## src/rtl/player_action_fsm.sv

```systemverilog
// player_action_fsm
// Player action controller for a 60 Hz game tick: waits for a confirm press,
// then walks left/right with saturating position, runs a three-phase attack
// (startup / active / recovery) with a registered hitbox, and drops into a
// fixed-length stun whenever the player is struck.
// Optional feature: define ATTACK_BUFFER_EN to let an attack pressed during
// recovery chain straight into a new attack when recovery ends.
module player_action_fsm #(
  parameter logic [9:0] X_MIN      = 10'd0,
  parameter logic [9:0] X_MAX      = 10'd600,
  parameter logic [9:0] X_START    = 10'd100,
  parameter logic [9:0] STEP       = 10'd2,
  parameter logic [3:0] T_STARTUP  = 4'd4,
  parameter logic [3:0] T_ACTIVE   = 4'd3,
  parameter logic [3:0] T_RECOVERY = 4'd8
) (
  input  logic       clk_60Hz_game,
  input  logic       reset,
  input  logic       move_left_cmd_in,
  input  logic       move_right_cmd_in,
  input  logic       attack_cmd_in,
  input  logic       confirm_cmd_in,
  input  logic       hit_stun_in,
  output logic [2:0] state_out,
  output logic [9:0] pos_x_out,
  output logic       facing_right_out,
  output logic       attack_hitbox_out
);

  typedef enum logic [2:0] {
    WAIT         = 3'd0,
    IDLE         = 3'd1,
    WALK_L       = 3'd2,
    WALK_R       = 3'd3,
    ATK_STARTUP  = 3'd4,
    ATK_ACTIVE   = 3'd5,
    ATK_RECOVERY = 3'd6,
    STUN         = 3'd7
  } state_t;

  // Stun lasts 12 ticks; the counter holds "ticks remaining minus one".
  localparam logic [3:0] STUN_LOAD = 4'd11;

  state_t      state, state_next;
  logic [9:0]  pos, pos_next;
  logic        facing, facing_next;
  logic        hitbox;
  logic [3:0]  phase_cnt, phase_cnt_next;
  logic [3:0]  stun_cnt, stun_cnt_next;
  logic        attack_buffer, buffer_next;
  logic        attack_prev, confirm_prev;
  logic        attack_edge, confirm_edge;
  logic [10:0] pos_inc, left_floor;
  logic [9:0]  pos_right, pos_left;

  assign attack_edge  = attack_cmd_in & ~attack_prev;
  assign confirm_edge = confirm_cmd_in & ~confirm_prev;

  assign state_out         = state;
  assign pos_x_out         = pos;
  assign facing_right_out  = facing;
  assign attack_hitbox_out = hitbox;

  // Previous-tick copies of attack and confirm for rising-edge detection.
  always_ff @(posedge clk_60Hz_game or posedge reset) begin
    if (reset) begin
      attack_prev  <= 1'b0;
      confirm_prev <= 1'b0;
    end else begin
      attack_prev  <= attack_cmd_in;
      confirm_prev <= confirm_cmd_in;
    end
  end

  // One-step neighbours of the current position, clamped in 11 bits so nothing wraps.
  always_comb begin
    pos_inc    = {1'b0, pos} + {1'b0, STEP};
    left_floor = {1'b0, X_MIN} + {1'b0, STEP};
    pos_right  = (pos_inc > {1'b0, X_MAX}) ? X_MAX : pos_inc[9:0];
    pos_left   = ({1'b0, pos} < left_floor) ? X_MIN : (pos - STEP);
  end

  // Next-state and datapath decisions; a hit overrides everything except WAIT.
  always_comb begin
    state_next     = state;
    pos_next       = pos;
    facing_next    = facing;
    phase_cnt_next = phase_cnt;
    stun_cnt_next  = stun_cnt;
    buffer_next    = attack_buffer;

    if ((state != WAIT) && hit_stun_in) begin
      state_next     = STUN;
      stun_cnt_next  = STUN_LOAD;
      phase_cnt_next = 4'd0;
      buffer_next    = 1'b0;
    end else begin
      case (state)
        WAIT: begin
          pos_next = X_START;
          if (confirm_edge) begin
            state_next = IDLE;
          end
        end
        IDLE, WALK_L, WALK_R: begin
          if (attack_edge) begin
            state_next     = ATK_STARTUP;
            phase_cnt_next = T_STARTUP - 4'd1;
          end else if (move_left_cmd_in && !move_right_cmd_in) begin
            state_next  = WALK_L;
            pos_next    = pos_left;
            facing_next = 1'b0;
          end else if (move_right_cmd_in && !move_left_cmd_in) begin
            state_next  = WALK_R;
            pos_next    = pos_right;
            facing_next = 1'b1;
          end else begin
            state_next = IDLE;
          end
        end
        ATK_STARTUP: begin
          if (phase_cnt == 4'd0) begin
            state_next     = ATK_ACTIVE;
            phase_cnt_next = T_ACTIVE - 4'd1;
          end else begin
            phase_cnt_next = phase_cnt - 4'd1;
          end
        end
        ATK_ACTIVE: begin
          if (phase_cnt == 4'd0) begin
            state_next     = ATK_RECOVERY;
            phase_cnt_next = T_RECOVERY - 4'd1;
          end else begin
            phase_cnt_next = phase_cnt - 4'd1;
          end
        end
        ATK_RECOVERY: begin
`ifdef ATTACK_BUFFER_EN
          if (attack_edge) begin
            buffer_next = 1'b1;
          end
`else
`endif
          if (phase_cnt == 4'd0) begin
            if (buffer_next) begin
              state_next     = ATK_STARTUP;
              phase_cnt_next = T_STARTUP - 4'd1;
              buffer_next    = 1'b0;
            end else begin
              state_next = IDLE;
            end
          end else begin
            phase_cnt_next = phase_cnt - 4'd1;
          end
        end
        STUN: begin
          if (stun_cnt == 4'd0) begin
            state_next = IDLE;
          end else begin
            stun_cnt_next = stun_cnt - 4'd1;
          end
        end
        default: begin
          state_next = WAIT;
        end
      endcase
    end
  end

  // State, position, facing, counters and the registered hitbox.
  always_ff @(posedge clk_60Hz_game or posedge reset) begin
    if (reset) begin
      state         <= WAIT;
      pos           <= X_START;
      facing        <= 1'b1;
      hitbox        <= 1'b0;
      phase_cnt     <= 4'd0;
      stun_cnt      <= 4'd0;
      attack_buffer <= 1'b0;
    end else begin
      state         <= state_next;
      pos           <= pos_next;
      facing        <= facing_next;
      hitbox        <= (state_next == ATK_ACTIVE);
      phase_cnt     <= phase_cnt_next;
      stun_cnt      <= stun_cnt_next;
      attack_buffer <= buffer_next;
    end
  end

endmodule

```

## config.mk

```make
export PLATFORM = sky130hd
export DESIGN_NAME = player_action_fsm
export DESIGN_NICKNAME = d
export VERILOG_FILES = /design/src/rtl/player_action_fsm.sv
export SDC_FILE = /design/constraint.sdc
export NUM_CORES = 1
export LEC_CHECK = 0
export CORE_ASPECT_RATIO = 1.25
export CORE_MARGIN = 2
export CORE_UTILIZATION = 55
export CTS_CLUSTER_DIAMETER = 30
export CTS_CLUSTER_SIZE = 40
export DETAILED_ROUTE_END_ITERATION = 10
export PLACE_DENSITY = 0.88
export RECOVER_POWER = 100
export SLEW_MARGIN = 20
export SYNTH_ARGS = -nofsm -noshare
export SYNTH_HDL_FRONTEND = slang
export SYNTH_SLANG_ARGS = --single-unit
```

## constraint.sdc

```tcl
create_clock -name clk_60Hz_game -period 2.85 [get_ports clk_60Hz_game]
set_clock_uncertainty 0.2 [all_clocks]
set_input_delay 0.57 -clock clk_60Hz_game [delete_from_list [all_inputs] [get_ports clk_60Hz_game]]
set_output_delay 0.57 -clock clk_60Hz_game [all_outputs]
set_load 0.02 [all_outputs]
```

-- Word-level counts from Yosys, hierarchy flattened
Index checks and enable logic that the tools add are counted.
Widths: inputs -> output; s select.
- input port bits: 7
- register bits after elaboration: 26
- word-level logic and storage cells: 87
- multiplexer cells: 32
- order comparisons: 2
- bitwise operators: 6
- reductions and logical operators: 21
- add/sub/neg operators: 4
- equality and inequality tests: 13
- operators by type and width (kind ; count):
    $mux 10 ; 5
    $mux 4 ; 9
    $mux 3 ; 8
    $pmux 10 s2 ; 1
    $pmux 3 s6 ; 1
    $pmux 4 s4 ; 1
    $eq 3x3->1 const B ; 5
    $add 10x2->11 const B ; 1
    $gt 11x10->1 const B ; 1
    $lt 10x2->1 const B ; 1
    $reduce_bool 2->1 ; 5
    $sub 10x2->10 const B ; 1
    $logic_not 4->1 ; 2
    $reduce_and 4->1 ; 2
    $sub 4x1->4 const B ; 2
    $eq 3x2->1 const B ; 2
    $ne 3x3->1 const B ; 2
    $mux 1 ; 5
    $reduce_bool 5->1 ; 1
    $mux 2 ; 2
    $ne 2x2->1 const B ; 2
    $ne 4x4->1 const B ; 1
    $not 1->1 ; 4
    $reduce_and 2->1 ; 2
    other kinds (8) ; 12

-- Logic depth before layout (Yosys ltp)
- depth after elaboration: 8
- mapped depth: 9
- mapped depth without buffers: 9

-- Least setup slack after synthesis
Ideal clock, no wire load.
- kind: flip-flop to flip-flop
- start point: reg pos[2], in the netlist pos_x_out[2]
- end point: reg pos[7], in the netlist pos_x_out[7]
- path slack: 0.498 ns
- clock period less this slack: 2.352 ns
- data arrival time: 2.028 ns
- data required time: 2.526 ns
- stages on the path, launching flop included: 10
- cell sequence: dfstp_2 inv_1 ha_1 nand3_1 nor3_1 o21ai_0 a311oi_2 o21ba_2 nor3_1 a211o_1
- longest elaborated chain between the ends: 7
- elaborated cells between the ends (all ways): 10
- RTL lines (element ; line ; RTL):
    start, declared ; 45 ; logic [9:0] pos, pos_next;
    start signal, assigned ; 182 ; pos <= pos_next;
    $add 10x2->11 ; 77 ; pos_inc = {1'b0, pos} + {1'b0, STEP};
    $gt 11x10->1 ; 79 ; pos_right = (pos_inc > {1'b0, X_MAX}) ? X_MAX : pos_inc[9:0];
    $mux 10 ; 79 ;
    $mux 10 ; 113 ; end else if (move_right_cmd_in && !move_left_cmd_in) begin
    $mux 10 (*) ; 109 ; end else if (move_left_cmd_in && !move_right_cmd_in) begin
    $mux 10 (*) ; 106 ; if (attack_edge) begin
    $pmux 10 s2 (*) ; 98 ; case (state)
Every way passes the cells marked *; elsewhere a longest branch is shown, timed or not. The select of a mux whose other input is x is not followed.
A chain may end at the register's enable or synchronous reset.

-- Final worst setup path
Same ends and word-level chain as after synthesis.

==> summary.txt <==
termination of the worst setup path = pos_x_out[7]$_DFFE_PP0P_
final setup vio count = 0
Area contributors post-synth = dfrtp_1 (28%), dfstp_2 (5.9%), o21ai_0 (5.1%)
Max-cap violations = 0
clk root buf = clkbuf_8
Net Sw Frac = 46.5%
Final Slew Violations = 0
CP max stage delay = 0.59 ns
ys flop type = dfrtp_1
synthesis-to-finish area growth = 12.8%
net switching power = 0.938 mW
ys async rst share = 100%
mapped cell area = 1770 um^2
critical path depth = 7
Clock Path Buffers = 2
min-delay worst type = flop to flop
clk slew on worst S/H paths = 0.08 ns
Max Freq = 0.384 GHz
syn_area_per_cell = 8.56 um^2
number of buffers added on ports = 20
share of power burned in registers = 33.9%
initial antenna violation count = 0
Vias = 1542
outcome = complete, no violations
number of routed nets with antenna violations = 0
Reg-to-Reg End = pos_x_out[7]$_DFFE_PP0P_
Post-Route WL = 3.71 mm
Yosys reg bits = 24
largest net degree at the start of global routing = 25
Pre-Repair DR Iteration Count = 4
vias per inst = 5.91
H-tree depth = 1
layout cells sized above 1 = 10.3%
Period minus WS final = 2.60 ns
routed len/inst = 14.2 um
clk_lat worst skew = 0.26 ns
critical path peak fanout = 9
FF-to-FF path depth = 7
slew margin rel. = 14.7%
Synth Instances = 207
top cell type's share of synthesized area = 28.2%
hold-fix buffer count after cts = 0
Inserted Clock Buffers = 3
Final period util = 91.3%
Worst R2R Setup Slack = 0.25 ns
die width = 54.8 um
leakage = 0.838 nW
pwr/cell area = 1010 nW/um^2
Die ar. = 3700 um^2
Rows = 23
post-layout util = 63.8%
Crit. End Element = flop
Critical path origin = pos_x_out[2]$_DFFE_PP1P_
Critical R2R Launch = pos_x_out[2]$_DFFE_PP1P_
WHS = 0.306 ns
Resize count post-CTS = 0
hpwl dp = 2.77 mm
Post-CTS Setup Inserts = 0
Core Box Area = 3140 um^2
library cells used by synthesis = 54
syn_nets = 220
CP cell instances = ha_1 -> nand2_1 -> nor4_1 -> a2bb2oi_2 -> o21ba_1 -> nor3_1 -> a211o_1
Post-route DRC = 0
clock sinks = 24
leading area contributor after synthesis = dfrtp_1
fin nets = 238
Seq/Total Area, Yosys = 34.2%
crit path launch type = flop
Fin Setup TNS = 0 ns
CTS tree = yes
Ys Warns = 0
RD Place Congestion = 0.897
Clk pwr share = 11.3%
WS Path Type = flop to flop
ant diodes = 0
Die Height = 67.5 um
combinational power share = 54.8%
Ports = 22
Int Pwr = 1.08 mW
first-pass GRT wire length = 6.35 mm
total track usage = 23.1%
Final Hold Fails = 0
Initial DRC Count = 58
unrepaired setup endpoints after global routing = no
VDD IR max = 0.000756 V
family with the most delay on the worst path = compound AO/OA/AOI/OAI gates
slowest cell on the critical path = dfstp_2
Buf/Inv on CP = 0
CP Data Required Time = 2.80 ns
Post-synth EDFFs = 0
Initial Util = 56.5%
worst-margin pin slew = 1.28 ns
gr ovfl total = 0
CP arrival = 2.55 ns
vias in the first global route = 1474
-- synth_stat cells, types with 2 or more instances --
master	n
o21ai_0	18
and2_1	2
nand4_1	3
a21oi_1	12
and4_4	2
nor3b_1	2
clkbuf_1	3
a21o_1	3
nor2b_1	4
buf_2	2
nand2_1	20
nor2_1	19
a31oi_1	2
xnor2_1	8
nor4_1	2
inv_1	12
nor3_1	11
dfstp_2	4
nand3_1	6
ha_1	6
o21a_1	3
o211ai_1	2
dfrtp_1	20
or3_1	2
clkbuf_8	4
o31ai_1	4
mux2_2	2
nand2b_1	3
-- area by class of cell --
cell class / instances / area (um^2)
fillers: 267 / 1140
multi-input cells: 160 / 1020
flip-flops and latches: 24 / 606
repair buffers: 24 / 226
clock buffers: 4 / 55.1
well taps: 37 / 46.3
inverters: 12 / 45.0
-- worst register-to-register path, cell delays in order (launching register included) --
cell,delay (ns)
dfstp_2,0.59
ha_1,0.35
nand2_1,0.18
nor4_1,0.34
a2bb2oi_2,0.21
o21ba_1,0.28
nor3_1,0.08
a211o_1,0.28
-- how the worst min path moves through the flow --
stage | from | endpoint | slack, ns | cells after the start
global route | facing_right_out$_DFFE_PP1P_ | facing_right_out$_DFFE_PP1P_ | 0.37 | 2
detailed placement | facing_right_out$_DFFE_PP1P_ | facing_right_out$_DFFE_PP1P_ | 0.30 | 2
global placement | facing_right_out$_DFFE_PP1P_ | facing_right_out$_DFFE_PP1P_ | 0.29 | 2
finish | facing_right_out$_DFFE_PP1P_ | facing_right_out$_DFFE_PP1P_ | 0.31 | 2
CTS | facing_right_out$_DFFE_PP1P_ | facing_right_out$_DFFE_PP1P_ | 0.31 | 2
floorplan | stun_cnt[1]$_DFFE_PP0P_ | stun_cnt[1]$_DFFE_PP0P_ | 0.31 | 2
-- cell usage in the layout (no fill, tap or decap), types with 6 or more instances in the layout --
| master | n |
|---|---|
| xnor2_1 | 8 |
| dfrtp_1 | 20 |
| nand3_1 | 6 |
| ha_1 | 6 |
| nor2_1 | 19 |
| o21ai_0 | 18 |
| a21oi_1 | 12 |
| dlygate4sd3_1 | 17 |
| nor3_1 | 11 |
| nand2_1 | 20 |
| inv_1 | 12 |
-- power by group through the flow --
stage / Combinational, mW / Sequential [mW] / Clock (mW)
4_1_cts: 1.15 / 0.685 / 0.233
3_5_place_dp: 1.14 / 0.691 / 0
2_1_floorplan: 0.815 / 0.710 / 0
6_report: 1.11 / 0.686 / 0.227
5_1_grt: 1.24 / 0.714 / 0.246
3_3_place_gp: 1.12 / 0.689 / 0
-- kinds of logic (layout without fill, tap and decap cells) --
group,after synthesis,after routing,synth area share (%)
muxes,2,2,1.27
AOI/OAI and AO/OA,61,61,24.3
other,1,1,0.212
adders and majority gates,6,6,4.23
xor gates and xnor gates,9,9,4.45
buffers and inverters,23,40,7.55
and+or+nand+nor,81,81,23.9
DFF,24,24,34.2
-- routing by layer --
| metal | track usage [%] | wire length, um | vias to the layer above |
|---|---|---|---|
| li1 | - | - | 774 |
| met1 | 29.2 | 1590 | 730 |
| met2 | 40.3 | 1960 | 34 |
| met3 | 2.21 | 117 | 4 |
| met4 | 7.50 | 36 | 0 |
| met5 | 0 | 0 | - |
-- flip-flops by register name, indices dropped and copies added (netlist names) --
register           cells
attack_hitbox_out      1
attack_prev            1
confirm_prev           1
facing_right_out       1
phase_cnt              4
pos_x_out              9
state_out              3
stun_cnt               4
-- per-stage QoR --
step           instances  total power [mW]  worst slack, ns  instance area (um^2)
5_1_grt              261              2.20           0.0816                  2000
3_5_place_dp         257              1.83            0.128                  1960
6_report             261              2.02            0.248                  2000
4_1_cts              261              2.07            0.301                  2020
3_3_place_gp         257              1.81            0.175                  1960
2_1_floorplan        207              1.52            0.498                  1770
Note: power is estimated with default switching activity, not from simulation.
